$ cat config.mk
export PLATFORM = sky130hd
export DESIGN_NAME = instr_loader
export DESIGN_NICKNAME = d
export VERILOG_FILES = /design/src/rtl/loader_pkg.sv /design/src/rtl/uart_rx_byte.sv /design/src/rtl/instr_loader.sv
export SDC_FILE = /design/constraint.sdc
export NUM_CORES = 1
export LEC_CHECK = 0
export ABC_AREA = 1
export BUFFER_PORTS_ARGS = -buffer_cell sky130_fd_sc_hd__buf_4
export CORE_ASPECT_RATIO = 2
export CORE_MARGIN = 3
export CORE_UTILIZATION = 30
export CTS_CLUSTER_SIZE = 14
export DETAILED_ROUTE_END_ITERATION = 8
export GPL_TIMING_DRIVEN = 0
export PLACE_DENSITY = 0.52
export SYNTH_ARGS = -nofsm -noshare
export SYNTH_HDL_FRONTEND = slang
export SYNTH_HIERARCHICAL = 1
export SYNTH_SLANG_ARGS = --single-unit
$ cat constraint.sdc
create_clock -name clk -period 2.2 [get_ports clk]
set_input_delay 0.22 -clock clk [delete_from_list [all_inputs] [get_ports clk]]
set_output_delay 0.22 -clock clk [all_outputs]
set_load 0.05 [all_outputs]
$ cat src/rtl/loader_pkg.sv
// ============================================================================
//  Module   : loader_pkg
//  Brief    : Shared types and constants for the UART instruction loader.
//             The CSUM state only exists when INSTR_LOADER_CHECKSUM_EN is defined.
//  Revision : 1.0  initial release
// ============================================================================
`default_nettype none

package loader_pkg;

    localparam logic [7:0] SYNC_BYTE = 8'hA5;

    typedef enum logic [2:0] {
        ST_IDLE = 3'd0,
        ST_LEN  = 3'd1,
        ST_DATA = 3'd2,
`ifdef INSTR_LOADER_CHECKSUM_EN
        ST_CSUM = 3'd3,
`endif
        ST_DONE = 3'd4,
        ST_ERR  = 3'd5
    } ld_state_e;

    typedef enum logic [1:0] {
        RX_IDLE  = 2'd0,
        RX_START = 2'd1,
        RX_DATA  = 2'd2,
        RX_STOP  = 2'd3
    } rx_state_e;

    // Truncating division: 25 MHz / 115200 gives 217.
    function automatic int clks_per_bit(input int clk_freq_hz, input int baud);
        return clk_freq_hz / baud;
    endfunction

endpackage

`default_nettype wire

$ cat src/rtl/uart_rx_byte.sv
// ============================================================================
//  Module   : uart_rx_byte
//  Brief    : 8N1 UART byte receiver with two-flop synchronizer, start-bit
//             glitch rejection and stop-bit framing check.
//  Revision : 1.0  initial release
// ============================================================================
`default_nettype none

module uart_rx_byte
    import loader_pkg::*;
#(
    parameter int CLKS_PER_BIT = 217
)
(
    input  logic       clk,
    input  logic       rst,
    input  logic       rxd,
    output logic       rx_valid,
    output logic [7:0] rx_data,
    output logic       rx_ferr
);

    localparam int               CNT_W     = $clog2(CLKS_PER_BIT + 1);
    localparam logic [CNT_W-1:0] BIT_LAST  = CNT_W'(CLKS_PER_BIT - 1);
    localparam logic [CNT_W-1:0] HALF_LAST = CNT_W'(CLKS_PER_BIT / 2 - 1);
    localparam logic [CNT_W-1:0] CNT_ONE   = CNT_W'(1);

    logic             rxd_meta_q;
    logic             rxd_sync_q;
    logic             rxd_prev_q;
    rx_state_e        state_q, state_d;
    logic [CNT_W-1:0] cnt_q, cnt_d;
    logic [2:0]       bit_q, bit_d;
    logic [7:0]       shift_q, shift_d;
    logic             valid_q, valid_d;
    logic             ferr_q, ferr_d;

    // Synchronizer and edge-history flops reset to the idle (high) line level.
    always_ff @(posedge clk) begin
        if (rst) begin
            rxd_meta_q <= 1'b1;
            rxd_sync_q <= 1'b1;
            rxd_prev_q <= 1'b1;
        end else begin
            rxd_meta_q <= rxd;
            rxd_sync_q <= rxd_meta_q;
            rxd_prev_q <= rxd_sync_q;
        end
    end

    always_ff @(posedge clk) begin
        if (rst) begin
            state_q <= RX_IDLE;
            cnt_q   <= '0;
            bit_q   <= '0;
            shift_q <= '0;
            valid_q <= 1'b0;
            ferr_q  <= 1'b0;
        end else begin
            state_q <= state_d;
            cnt_q   <= cnt_d;
            bit_q   <= bit_d;
            shift_q <= shift_d;
            valid_q <= valid_d;
            ferr_q  <= ferr_d;
        end
    end

    always_comb begin
        state_d = state_q;
        cnt_d   = cnt_q + CNT_ONE;
        bit_d   = bit_q;
        shift_d = shift_q;
        valid_d = 1'b0;
        ferr_d  = 1'b0;

        case (state_q)
            RX_IDLE: begin
                cnt_d = '0;
                if (rxd_prev_q && !rxd_sync_q) begin
                    state_d = RX_START;
                end
            end
            RX_START: begin
                if (cnt_q == HALF_LAST) begin
                    cnt_d = '0;
                    bit_d = '0;
                    // A line that is already high again was only a glitch.
                    state_d = rxd_sync_q ? RX_IDLE : RX_DATA;
                end
            end
            RX_DATA: begin
                if (cnt_q == BIT_LAST) begin
                    cnt_d   = '0;
                    shift_d = {rxd_sync_q, shift_q[7:1]};
                    bit_d   = bit_q + 3'd1;
                    if (bit_q == 3'd7) begin
                        state_d = RX_STOP;
                    end
                end
            end
            RX_STOP: begin
                if (cnt_q == BIT_LAST) begin
                    cnt_d   = '0;
                    valid_d = rxd_sync_q;
                    ferr_d  = !rxd_sync_q;
                    state_d = RX_IDLE;
                end
            end
            default: begin
                state_d = RX_IDLE;
            end
        endcase
    end

    assign rx_valid = valid_q;
    assign rx_data  = shift_q;
    assign rx_ferr  = ferr_q;

endmodule

`default_nettype wire

$ cat src/rtl/instr_loader.sv
// ============================================================================
//  Module   : instr_loader
//  Brief    : Receives a framed program image over UART, writes little-endian
//             32-bit words to instruction memory and holds the CPU in reset
//             until a complete image is loaded. Define INSTR_LOADER_CHECKSUM_EN
//             to require a trailing 8-bit additive checksum byte.
//  Revision : 1.0  initial release
// ============================================================================
`default_nettype none

module instr_loader
    import loader_pkg::*;
#(
    parameter int CLK_FREQ_HZ = 25_000_000,
    parameter int BAUD        = 115_200,
    parameter int ADDR_W      = 8
)
(
    input  logic              clk,
    input  logic              rst,
    input  logic              ftdi_rxd,
    output logic              mem_we,
    output logic [ADDR_W-1:0] mem_addr,
    output logic [31:0]       mem_wdata,
    output logic              cpu_hold,
    output logic              done,
    output logic              err
);

    localparam int CLKS_PER_BIT = clks_per_bit(CLK_FREQ_HZ, BAUD);
    // Word counter must hold both any LEN byte and the full depth 2**ADDR_W.
    localparam int                CNT_W    = ((ADDR_W > 8) ? ADDR_W : 8) + 1;
    localparam logic [CNT_W-1:0]  CNT_ONE  = CNT_W'(1);
    localparam logic [CNT_W-1:0]  FULL_LEN = CNT_W'(1) << ADDR_W;
    localparam logic [ADDR_W-1:0] ADDR_ONE = ADDR_W'(1);

    logic       rx_valid;
    logic [7:0] rx_data;
    logic       rx_ferr;

    uart_rx_byte #(
        .CLKS_PER_BIT (CLKS_PER_BIT)
    ) u_rx (
        .clk      (clk),
        .rst      (rst),
        .rxd      (ftdi_rxd),
        .rx_valid (rx_valid),
        .rx_data  (rx_data),
        .rx_ferr  (rx_ferr)
    );

    ld_state_e         state_q, state_d;
    logic [CNT_W-1:0]  count_q, count_d;
    logic [1:0]        lane_q, lane_d;
    logic [ADDR_W-1:0] waddr_q, waddr_d;
    logic [23:0]       shift_q, shift_d;
    logic              we_q, we_d;
    logic [ADDR_W-1:0] addr_q, addr_d;
    logic [31:0]       wdata_q, wdata_d;
`ifdef INSTR_LOADER_CHECKSUM_EN
    logic [7:0]        csum_q, csum_d;
`endif

    always_ff @(posedge clk) begin
        if (rst) begin
            state_q <= ST_IDLE;
            count_q <= '0;
            lane_q  <= '0;
            waddr_q <= '0;
            shift_q <= '0;
            we_q    <= 1'b0;
            addr_q  <= '0;
            wdata_q <= '0;
`ifdef INSTR_LOADER_CHECKSUM_EN
            csum_q  <= '0;
`endif
        end else begin
            state_q <= state_d;
            count_q <= count_d;
            lane_q  <= lane_d;
            waddr_q <= waddr_d;
            shift_q <= shift_d;
            we_q    <= we_d;
            addr_q  <= addr_d;
            wdata_q <= wdata_d;
`ifdef INSTR_LOADER_CHECKSUM_EN
            csum_q  <= csum_d;
`endif
        end
    end

    always_comb begin
        state_d = state_q;
        count_d = count_q;
        lane_d  = lane_q;
        waddr_d = waddr_q;
        shift_d = shift_q;
        we_d    = 1'b0;
        addr_d  = addr_q;
        wdata_d = wdata_q;
`ifdef INSTR_LOADER_CHECKSUM_EN
        csum_d  = csum_q;
`endif

        case (state_q)
            ST_IDLE, ST_DONE, ST_ERR: begin
                if (rx_valid && (rx_data == SYNC_BYTE)) begin
                    state_d = ST_LEN;
                end
            end
            ST_LEN: begin
                if (rx_ferr) begin
                    state_d = ST_ERR;
                end else if (rx_valid) begin
                    count_d = (rx_data == 8'd0) ? FULL_LEN
                                                : {{(CNT_W-8){1'b0}}, rx_data};
                    lane_d  = '0;
                    waddr_d = '0;
`ifdef INSTR_LOADER_CHECKSUM_EN
                    csum_d  = '0;
`endif
                    state_d = ST_DATA;
                end
            end
            ST_DATA: begin
                if (rx_ferr) begin
                    state_d = ST_ERR;
                end else if (rx_valid) begin
                    lane_d = lane_q + 2'd1;
`ifdef INSTR_LOADER_CHECKSUM_EN
                    csum_d = csum_q + rx_data;
`endif
                    // Bytes enter at the top so byte 0 lands in [7:0] after three shifts.
                    shift_d = {rx_data, shift_q[23:8]};
                    if (lane_q == 2'd3) begin
                        we_d    = 1'b1;
                        addr_d  = waddr_q;
                        wdata_d = {rx_data, shift_q};
                        waddr_d = waddr_q + ADDR_ONE;
                        count_d = count_q - CNT_ONE;
                        if (count_q == CNT_ONE) begin
`ifdef INSTR_LOADER_CHECKSUM_EN
                            state_d = ST_CSUM;
`else
                            state_d = ST_DONE;
`endif
                        end
                    end
                end
            end
`ifdef INSTR_LOADER_CHECKSUM_EN
            ST_CSUM: begin
                if (rx_ferr) begin
                    state_d = ST_ERR;
                end else if (rx_valid) begin
                    state_d = (rx_data == csum_q) ? ST_DONE : ST_ERR;
                end
            end
`endif
            default: begin
                state_d = ST_IDLE;
            end
        endcase
    end

    assign mem_we    = we_q;
    assign mem_addr  = addr_q;
    assign mem_wdata = wdata_q;
    assign cpu_hold  = (state_q != ST_DONE);
    assign done      = (state_q == ST_DONE);
    assign err       = (state_q == ST_ERR);

endmodule

`default_nettype wire

==> reports/metrics.yaml <==
global_route:
  grt_util_all_layers_pct: 14.9
  grt_pass1_vias: 4242
  grt_max_degree: 17
  grt_pass1_wl_um: 20500
  grt_overflow: 0
  antenna_found_initial: 0
synthesis:
  synth_area_leader_cell: "dfxtp_1"
  synth_commonest_cells: "134 x nor2_1, 113 x dfxtp_1, 90 x nand2_1"
  synth_seq_area_share_pct: 45.9
  syn_nets: 658
  synth_most_common_cell: "nor2_1"
  synth_edf_count: 0
  syn_area_sq_um: 4920
  ys_seq_elements: 113
  ys.flop_type: "dfxtp_1"
  async_flop_share_pct: 0
  synth_top_area_share_pct: 45.9
  synth_area_leaders: "dfxtp_1 46%, nor2_1 10%, nand2_1 6.9%"
  syn_inst: 647
  yosysUniqueCellTypes: 35
  synth_warnings: 6
  avgSynthCellArea_sq_um: 7.61
cells_and_area:
  num_antenna_cells: 0
  nFillCells: 1691
  final_nets: 724
  multi_input_area_sq_um: 2180
  drive_above_1_share_pct: 20.5
  syn2layout_area_growth_pct: 24.2
  final-seq-area_sq_um: 2260
status:
  status: "complete, no violations"
floorplan:
  die_y_um: 187
  die_area_sq_um: 18100
  ios: 47
  core_sq_um: 15900
  die_x_um: 96.6
  fp-row-count: 65
  initial_core_util_pct: 30.9
routing:
  drt-total-wl_um: 12800
  viasPerCell: 4.64
  detail-route-antenna-nets: 0
  drt_first_pass_iters: 4
  wl_per_cell_um: 13.8
  dr.first_iter.drc_count: 198
  drc: 0
  dr_total_vias: 4299
power:
  power.density_nw_per_um2: 793
  ir_worst_vdd_mv: 0.445
  p_leak_nw: 2.68
  total_power_mw: 4.85
sta:
  tns_ns: 0
  clock.fmax_ghz: 0.629
  rsz0062_at_grt: "no"
  slew_headroom_pct: 62.5
  finClkSkew_ns: 0.00995
  period_needed_ns: 1.59
  finalSetupViolCount: 0
  report.final.slew_viol_count: 0
  finalHoldViolations: 0
  period_share_pct: 72.3
  timing_worst_slew_pin_value_ns: 0.563
  hold-worst-slack_ns: 0.0408
setup_path:
  r2r-start: "state_q[0]"
  critPathCaptureType: "output port"
  start_kind: "register"
  cp_max_fo: 4
  crit_type: "register to output port"
  worst_ep_arrival_time_ns: 1.37
  cp.required_ns: 1.98
  cp-startpoint: "state_q[1]"
clocking:
  clkTransAtPathRegs_ns: 0.05
  cts_made_buffers: 17
  cts_tree: "built"
  cts_resized: 0
  cts_setup_buffers: 0
  htreeDepth: 4
  ctsRootBufferMaster: "clkbuf_16"
  cts.path.max_buffers: 2
  clkSinkCount: 113
  clk_latency_ns: 0.41
worst_hold_path:
  hp-start: "rst"
  hold_path_class: "input port to register"
place:
  hpwl_um: 9460
  io_buffers: 46
  gp_congestion: 0.834
run:
  max-cap-violations: 0
==> cell families (layout without fill, tap and decap cells) <==
kind of cell / Yosys count / after routing / synth area share (%)
and+or+nand+nor: 295 / 295 / 26.2
DFF: 113 / 113 / 45.9
AOI/OAI and AO/OA: 126 / 126 / 14.9
buffers and inverters: 99 / 178 / 9.83
adders and majority gates: 8 / 8 / 2.03
xor gates and xnor gates: 6 / 6 / 1.07
==> cell usage in the layout, fill, tap and decap left out, types with 2 or more instances in the layout <==
cell type / instances
clkinvlp_4: 2
nor2_4: 4
nor3_2: 2
o21ai_2: 12
ha_1: 8
nand2_1: 90
nand3_1: 37
nand2_2: 6
clkbuf_1: 8
xnor2_1: 2
clkbuf_16: 17
clkinv_2: 5
a21oi_2: 3
o21ai_1: 9
or2_2: 2
bufinv_16: 2
clkbuf_8: 3
nor3_1: 2
buf_4: 52
nor2_1: 134
a21oi_1: 34
inv_1: 59
xor2_1: 4
inv_2: 8
dfxtp_1: 113
a211oi_2: 5
inv_4: 2
buf_2: 8
nand3b_1: 2
o21ai_0: 60
buf_6: 10
nand4_1: 11
==> layer usage <==
metal	up-vias	GRT usage (%)	share of wire, %
met4	0	6.97	2.9
met3	19	4.15	3.6
met2	74	27.4	55
met5	-	0	0
met1	1993	14.6	39
li1	2213	-	-
==> power by group <==
part	internal, mW	switching (mW)
sequential	2.06	0.00703
combinational	0.0280	0.0705
clock	1.75	0.942
==> flip-flops by register name, summed over array words and instances (netlist names), named ones only <==
signal	flops
state_q	3
u_rx/rxd_meta_q	1
u_rx/cnt_q	8
u_rx/state_q	1
mem_wdata	32
u_rx/rx_data	8
mem_addr	8
u_rx/rxd_sync_q	1
waddr_q	8
u_rx/rx_ferr	1
mem_we	1
count_q	9
u_rx/rxd_prev_q	1
shift_q	24
u_rx/bit_q	3
lane_q	2
u_rx/rx_valid	1
==> area by class of cell <==
| type | count | share of cell area, % |
|---|---|---|
| Inverter | 69 | 4.32 |
| Clock buffer | 22 | 7.76 |
| Sequential cell | 113 | 37.0 |
| Timing Repair Buffer | 47 | 5.81 |
| Multi-Input combinational cell | 435 | 35.6 |
| Buffer | 30 | 3.60 |
| Clock inverter | 10 | 1.78 |
| Tap cell | 201 | 4.11 |
==> final timing paths <==
path	endpoint	slack, ns	depth (start not counted)
hold / removal	u_rx/bit_q[1]	0.04	2
setup reg to reg	mem_wdata[0]	0.64	10
setup / recovery	cpu_hold	0.61	5
hold reg to reg	u_rx/rx_ferr	0.41	1
==> metrics by stage <==
step           worst slack [ns]  cells  cell area [sq um]  utilization, %
3_3_place_gp              0.361    894               5520            34.6
4_1_cts                   0.596    927               6110            38.4
6_report                  0.610    927               6110            38.4
2_1_floorplan             0.344    647               4920               -
5_1_grt                   0.507    927               6110            38.4
3_5_place_dp              0.348    894               5520            34.6
==> worst max-delay path: stages (launching register included) <==
cell	delay, ns
dfxtp_1	0.35
inv_1	0.13
nand2_1	0.08
nor2_1	0.16
inv_1	0.06
buf_4	0.19
==> timing repair <==
action	4_1_cts	5_1_grt
hold buffers	1	0
hold endpoints to repair	1	0
endpoints found under the setup margin	0	0
(Power assumes the default switching activity.)
